**src/rtl/fetch_unit_pkg.sv**
```systemverilog
// Shared defaults for the instruction-fetch slice; the instruction-memory model
// uses the same values, so the program length agrees on both sides.
package fetch_unit_pkg;

  localparam int DEF_ADDR_W    = 32;
  localparam int DEF_INSTR_W   = 32;
  localparam int DEF_NUM_INSTR = 11;
  localparam int DEF_DEPTH     = 2;
  localparam int DEF_RESET_PC  = 0;

endpackage

```
**src/rtl/fetch_unit_fifo.sv**
```systemverilog
// DEPTH-entry synchronous FIFO of {pc, instr} with flush; the head is read
// straight out of storage, so it is valid whenever the FIFO is not empty.
module fetch_unit_fifo #(
  parameter int W     = 64,
  parameter int DEPTH = 2
) (
  input  logic                     i_clk,
  input  logic                     i_rst,
  input  logic                     i_push,
  input  logic                     i_pop,
  input  logic                     i_flush,
  input  logic [W-1:0]             i_data,
  output logic [W-1:0]             o_head,
  output logic                     o_full,
  output logic                     o_empty,
  output logic [$clog2(DEPTH):0]   o_count
);

  localparam int PTR_W = $clog2(DEPTH);

  logic [W-1:0]     mem_q [DEPTH];
  logic [PTR_W-1:0] wr_ptr_q;
  logic [PTR_W-1:0] rd_ptr_q;
  logic [PTR_W:0]   count_q;
  logic             push_ok;
  logic             pop_ok;

  assign o_full  = (count_q == (PTR_W+1)'(DEPTH));
  assign o_empty = (count_q == '0);
  assign o_count = count_q;
  assign o_head  = mem_q[rd_ptr_q];

  // A push into a full FIFO is only legal when the head leaves in the same cycle.
  assign pop_ok  = i_pop && !o_empty;
  assign push_ok = i_push && (!o_full || pop_ok);

  always_ff @(posedge i_clk or posedge i_rst) begin
    if (i_rst) begin
      for (int i = 0; i < DEPTH; i++) mem_q[i] <= '0;
      wr_ptr_q <= '0;
      rd_ptr_q <= '0;
      count_q  <= '0;
    end else if (i_flush) begin
      wr_ptr_q <= '0;
      rd_ptr_q <= '0;
      count_q  <= '0;
    end else begin
      if (push_ok) begin
        mem_q[wr_ptr_q] <= i_data;
        wr_ptr_q        <= wr_ptr_q + 1'b1;
      end
      if (pop_ok) rd_ptr_q <= rd_ptr_q + 1'b1;
      count_q <= count_q + (PTR_W+1)'(push_ok) - (PTR_W+1)'(pop_ok);
    end
  end

endmodule

```
**src/rtl/fetch_unit.sv**
```systemverilog
// Instruction-fetch initiator: owns the PC, drives the combinational-read
// instruction memory and feeds decode from a small prefetch queue.
module fetch_unit
  import fetch_unit_pkg::*;
#(
  parameter int                ADDR_W    = DEF_ADDR_W,
  parameter int                INSTR_W   = DEF_INSTR_W,
  parameter int                NUM_INSTR = DEF_NUM_INSTR,
  parameter int                DEPTH     = DEF_DEPTH,
  parameter logic [ADDR_W-1:0] RESET_PC  = ADDR_W'(DEF_RESET_PC)
) (
  input  logic               i_clk,
  input  logic               i_rst,
  output logic [ADDR_W-1:0]  o_imem_addr,
  input  logic [INSTR_W-1:0] i_imem_instr,
  output logic               o_valid,
  input  logic               i_ready,
  output logic [INSTR_W-1:0] o_instr,
  output logic [ADDR_W-1:0]  o_pc,
  input  logic               i_redirect,
  input  logic [ADDR_W-1:0]  i_redirect_pc,
  output logic               o_done
);

  localparam int                CNT_W  = $clog2(DEPTH) + 1;
  localparam logic [ADDR_W-1:0] END_PC = ADDR_W'(NUM_INSTR);

  logic [ADDR_W-1:0]         pc_q, pc_d;
  logic                      done_q, done_d;
  logic                      at_end;
  logic                      accept;
  logic                      push, pop;
  logic                      next_empty;
  logic                      fifo_full, fifo_empty;
  logic [CNT_W-1:0]          fifo_count;
  logic [ADDR_W+INSTR_W-1:0] head;

  // Handshake: decode takes the head on any cycle where o_valid && i_ready are
  // both high; o_valid never depends on i_ready, and the head is stable until taken.
  assign at_end = (pc_q >= END_PC);
  assign accept = o_valid && i_ready;
  assign pop    = accept && !i_redirect;
  assign push   = !i_redirect && !at_end && (!fifo_full || accept);

  always_comb begin
    pc_d = pc_q;
    if (i_redirect)  pc_d = i_redirect_pc;
    else if (push)   pc_d = pc_q + 1'b1;

    // Occupancy after this edge, so o_done rises in the same cycle the queue empties.
    next_empty = 1'b0;
    if (i_redirect)                                    next_empty = 1'b1;
    else if (fifo_empty && !push)                      next_empty = 1'b1;
    else if ((fifo_count == CNT_W'(1)) && pop && !push) next_empty = 1'b1;

    done_d = (pc_d >= END_PC) && next_empty;
  end

  always_ff @(posedge i_clk or posedge i_rst) begin
    if (i_rst) begin
      pc_q   <= RESET_PC;
      done_q <= 1'b0;
    end else begin
      pc_q   <= pc_d;
      done_q <= done_d;
    end
  end

  fetch_unit_fifo #(
    .W     (ADDR_W + INSTR_W),
    .DEPTH (DEPTH)
  ) u_fifo (
    .i_clk   (i_clk),
    .i_rst   (i_rst),
    .i_push  (push),
    .i_pop   (pop),
    .i_flush (i_redirect),
    .i_data  ({pc_q, i_imem_instr}),
    .o_head  (head),
    .o_full  (fifo_full),
    .o_empty (fifo_empty),
    .o_count (fifo_count)
  );

  assign o_imem_addr = pc_q;
  assign o_valid     = !fifo_empty;
  assign o_pc        = head[ADDR_W+INSTR_W-1 -: ADDR_W];
  assign o_instr     = head[INSTR_W-1:0];
  assign o_done      = done_q;

endmodule

```
**config.mk**
```make
export PLATFORM = sky130hd
export DESIGN_NAME = fetch_unit
export DESIGN_NICKNAME = d
export VERILOG_FILES = /design/src/rtl/fetch_unit_pkg.sv /design/src/rtl/fetch_unit_fifo.sv /design/src/rtl/fetch_unit.sv
export SDC_FILE = /design/constraint.sdc
export NUM_CORES = 1
export LEC_CHECK = 0
export CAP_MARGIN = 20
export CORE_UTILIZATION = 51
export DETAILED_ROUTE_END_ITERATION = 12
export MAX_ROUTING_LAYER = met4
export PLACE_DENSITY = 0.86
export SYNTH_ARGS = -nofsm -noshare
export SYNTH_HDL_FRONTEND = slang
export SYNTH_HIERARCHICAL = 1
export SYNTH_SLANG_ARGS = --single-unit
export TNS_END_PERCENT = 10
```
**constraint.sdc**
```tcl
create_clock -name i_clk -period 4.95 [get_ports i_clk]
set_input_delay 0.99 -clock i_clk [delete_from_list [all_inputs] [get_ports i_clk]]
set_output_delay 0.99 -clock i_clk [all_outputs]
set_load 0.1 [all_outputs]
```
==> results.md <==
Clock tree:
- The H-tree was split into 4 levels.
- The clock tree buffer depth is 2.
- The CTS root buffer is clkbuf_16.
- Post-CTS timing repair inserted 0 buffers for setup.
- The CTS clock-pin slew for the worst setup and hold paths is 0.07 ns.
- TritonCTS created 17 clock buffers.
- The clock sink total is about 170.
- The number of resized instances in the post-cts repair step is 0.
- Clock latency on the worst-skew pair, taken at its later pin, is between 0.4 and 0.5 ns.
- TritonCTS built the clock tree.
- The count of hold buffers inserted by post-cts repair is 0.

Power:
- The highest ir drop seen on vdd is 0.000332 V.
- In this run the power density over the cells is approximately 320 nW/µm².
- In this run the static leakage power is ~0.0046 µW.

Timing:
- The count of pins over their slew limit is 0.
- Setup repair after global routing left no endpoint under its margin.
- The highest achievable clock rate is 0.250 GHz.
- After layout, the minimum clock period comes to 4.00 ns.
- The number of hold-slack violations in the final timing report came to 0.
- Setup slack on the critical path of the routed design comes to 0.952 ns.
- The final period utilization is 0.808.
- The worst clock skew is roughly 0.013 ns.
- The summed negative setup slack over all endpoints is 0 ns.
- The max-slew headroom at the worst pin is 0.308.
- The number of failing setup endpoints in the final timing report is 0.
- The slew of the pin with the lowest slew margin is ~1.0 ns.

Synth:
- Each instance of the synthesized netlist takes up on average approximately 15 µm².
- The share of the synthesized area in the top cell type is 0.548.
- The number of nets produced by synthesis is between 500 and 600.
- The synthesized netlist contains 44 unique library cells.
- The leading area contributor after synthesis is dfrtp_1.
- The dominant register cell in the synthesized netlist is dfrtp_1.
- The number of register bits inferred by synthesis is around 170.
- Yosys printed 6 warnings.
- By area the synthesized netlist is led by dfrtp_1, mux2_2, mux2_4.
- The share of synthesized flip-flops with an asynchronous set or reset is 1.00.
- The number of enable-type register cells in the synthesized netlist is 0.
- Summing every instance area after synthesis gives about 7500 µm².
- In the synthesized netlist, the number of instances is between 400 and 500.
- Of the synthesized area, sequential elements account for 0.548.

Worst setup path:
- At the worst endpoint, the arrival time is 3.01 ns.
- Data on the critical path is required at its endpoint by 3.96 ns.
- The critical path launch point type is a flop.
- The signal on the critical path passes through buf_12 -> mux2_2 -> clkdlybuf4s50_1.
- Along the worst path, the maximum fanout reaches 36.
- STA classifies the critical path endpoint as an output pin.
- The master of the slowest instance on the critical path is clkdlybuf4s50_1.
- The critical path start-end classification is reg -> out.
- The maximum cell stage delay along the critical path is 0.99 ns.

Finish:
- The layout net count is around 730.
- The library cells used most frequently in the layout, excluding fill and tap cells, are dfrtp_1, clkdlybuf4s50_1, mux2_2.
- The area taken by multi-input logic gates is roughly 3200 µm².
- The share of the core filled with cells is 0.686.
- In the final layout, the share of cells above drive strength 1 is 0.406.
- The sequential cell area in the final layout is 4130 µm².
- The number of fill cells in the layout is about 960.
- Leaving out fill and tap cells, the most frequent cell in the layout is dfrtp_1.
- Relative to the synthesized area, the layout overhead comes to 31.9%.
- The number of inserted diodes is 0.
- Once layout is done, the placed cells without fillers occupy 9940 µm².

Placement:
- The detailed-placement wirelength estimate is ~12000 µm.
- The count of input and output buffers is ~170.
- Summing all placed instances gives a cell area of slightly above 9000 µm².
- The pre-CTS setup slack is 1.07 ns.
- Routability-driven placement finished with a final weighted congestion of around 0.85.

Floorplan:
- Measured along the x axis, the die boundary spans between 100 and 150 µm.
- The height of the chip is roughly 120 µm.
- The initial utilization of the core area, before any placement, comes to 0.520.
- The initialized floorplan defines 44 standard-cell rows.
- approximately 170 I/O pins were placed.
- In this run the standard cell core region covers around 14000 µm².
- The floorplan step defined a die boundary enclosing 15300 µm².

Detailed routing:
- The number of iterations in the first detailed-routing pass is 4.
- The count of antenna-violating nets left after detailed routing is 0.
- The number of vias after detailed routing is about 4.7k.
- The mean routed wirelength per cell is just over 20 µm.
- For this block, the initial DRC count from the detailed router was 210.
- For this block, the routed nets add up to roughly 18000 µm of wire.
- The remaining design rule violation count is 0.
- The number of vias per cell is between 5 and 6.

Global routing:
- The initial antenna violation count is 0.
- The largest net degree at the start of global routing is around 110.
- The wire length of the first global-routing pass is 27400 µm.
- Summed over all layers, the global routing overflow is 0.
- The number of global-route vias before repair is between 5k and 6k.
- In the global route stage, overall resource usage came out at 0.253.

Run:
- The tool flagged a number of max-cap violations equal to 0.

Run status:
- The flow ran to the end, and the final reports show no timing, DRC or antenna violations.

Hold path:
- In this run the worst hold path is classified as reg -> reg.
report_power, final:
part	internal (µW)	switching, µW
Clock	754	581
Combinational	124	280
Sequential	1370	50.0
registers in the layout, summed over array words and instances (netlist names):
name / count
u_fifo/rd_ptr_q: 1
u_fifo/wr_ptr_q: 1
u_fifo/mem_q: 128
o_done: 1
o_imem_addr: 32
u_fifo/o_count: 2
cell usage after synthesis (all sizes together) (2+ instances only):
cell and number:
mux2 223, nand3 3, dfrtp 165, xnor2 2, nor2b 2, o21ai 3
clkbuf 10, ha 3, nand2 7, inv 6, buf 16, nor4 14
nor2 8, nand2b 3
routing by layer:
layer,GRT usage,routed length (µm),up-vias
met5,-,0,-
met4,0.104,342,0
met3,0.0581,829,25
met2,0.397,8590,152
met1,0.317,7790,2443
li1,-,-,2100
logic make-up (layout without fill, tap and decap cells):
logic type | Yosys count | in the layout | share of synthesized area
adder cells (fa/ha/maj) | 3 | 3 | 0.00498
AND/OR/NAND/NOR | 47 | 47 | 0.0392
AO/OA/AOI/OAI | 14 | 14 | 0.0130
XOR/XNOR | 3 | 3 | 0.00349
flip-flops | 165 | 165 | 0.548
multiplexers | 224 | 224 | 0.365
buffers and inverters | 33 | 212 | 0.0264
cell type report:
class / count / area share
timing repair buffer: 173 / 0.174
inverter: 7 / 0.00315
clock buffer: 17 / 0.0428
multi-input combinational: 291 / 0.324
clock inverter: 15 / 0.0169
tap: 184 / 0.0232
sequential: 165 / 0.416
critical path: cells and delay by family, from the launching register on:
family | cells | cell delay [ns]
buffers and inverters | 2 | 1.31
DFF | 1 | 0.86
muxes | 1 | 0.38
final timing paths:
path	from	end	slack, ns	cells past startpoint
max	u_fifo/rd_ptr_q$_DFFE_PP0P_	o_pc[16]	0.95	3
min reg2reg	u_fifo/mem_q[25]$_DFFE_PP0P_	u_fifo/mem_q[25]$_DFFE_PP0P_	0.49	1
max reg2reg	o_imem_addr[13]$_DFF_PP0_	u_fifo/mem_q[70]$_DFFE_PP0P_	1.69	7
min	u_fifo/mem_q[25]$_DFFE_PP0P_	u_fifo/mem_q[25]$_DFFE_PP0P_	0.49	1
max in group asynchronous	i_rst	u_fifo/mem_q[5]$_DFFE_PP0P_	2.78	3
min in group asynchronous	i_rst	o_imem_addr[7]$_DFF_PP0_	1.11	3
stage by stage:
step | power, µW | cells | hold slack (ns)
after floorplan | 1690 | 489 | 0.452
after global placement | 1840 | 820 | 0.462
after detailed placement | 1850 | 820 | 0.474
after CTS | 3190 | 852 | 0.491
after global routing | 3270 | 852 | 0.509
final | 3160 | 852 | 0.489
Note: power is estimated with default switching activity, not from simulation.
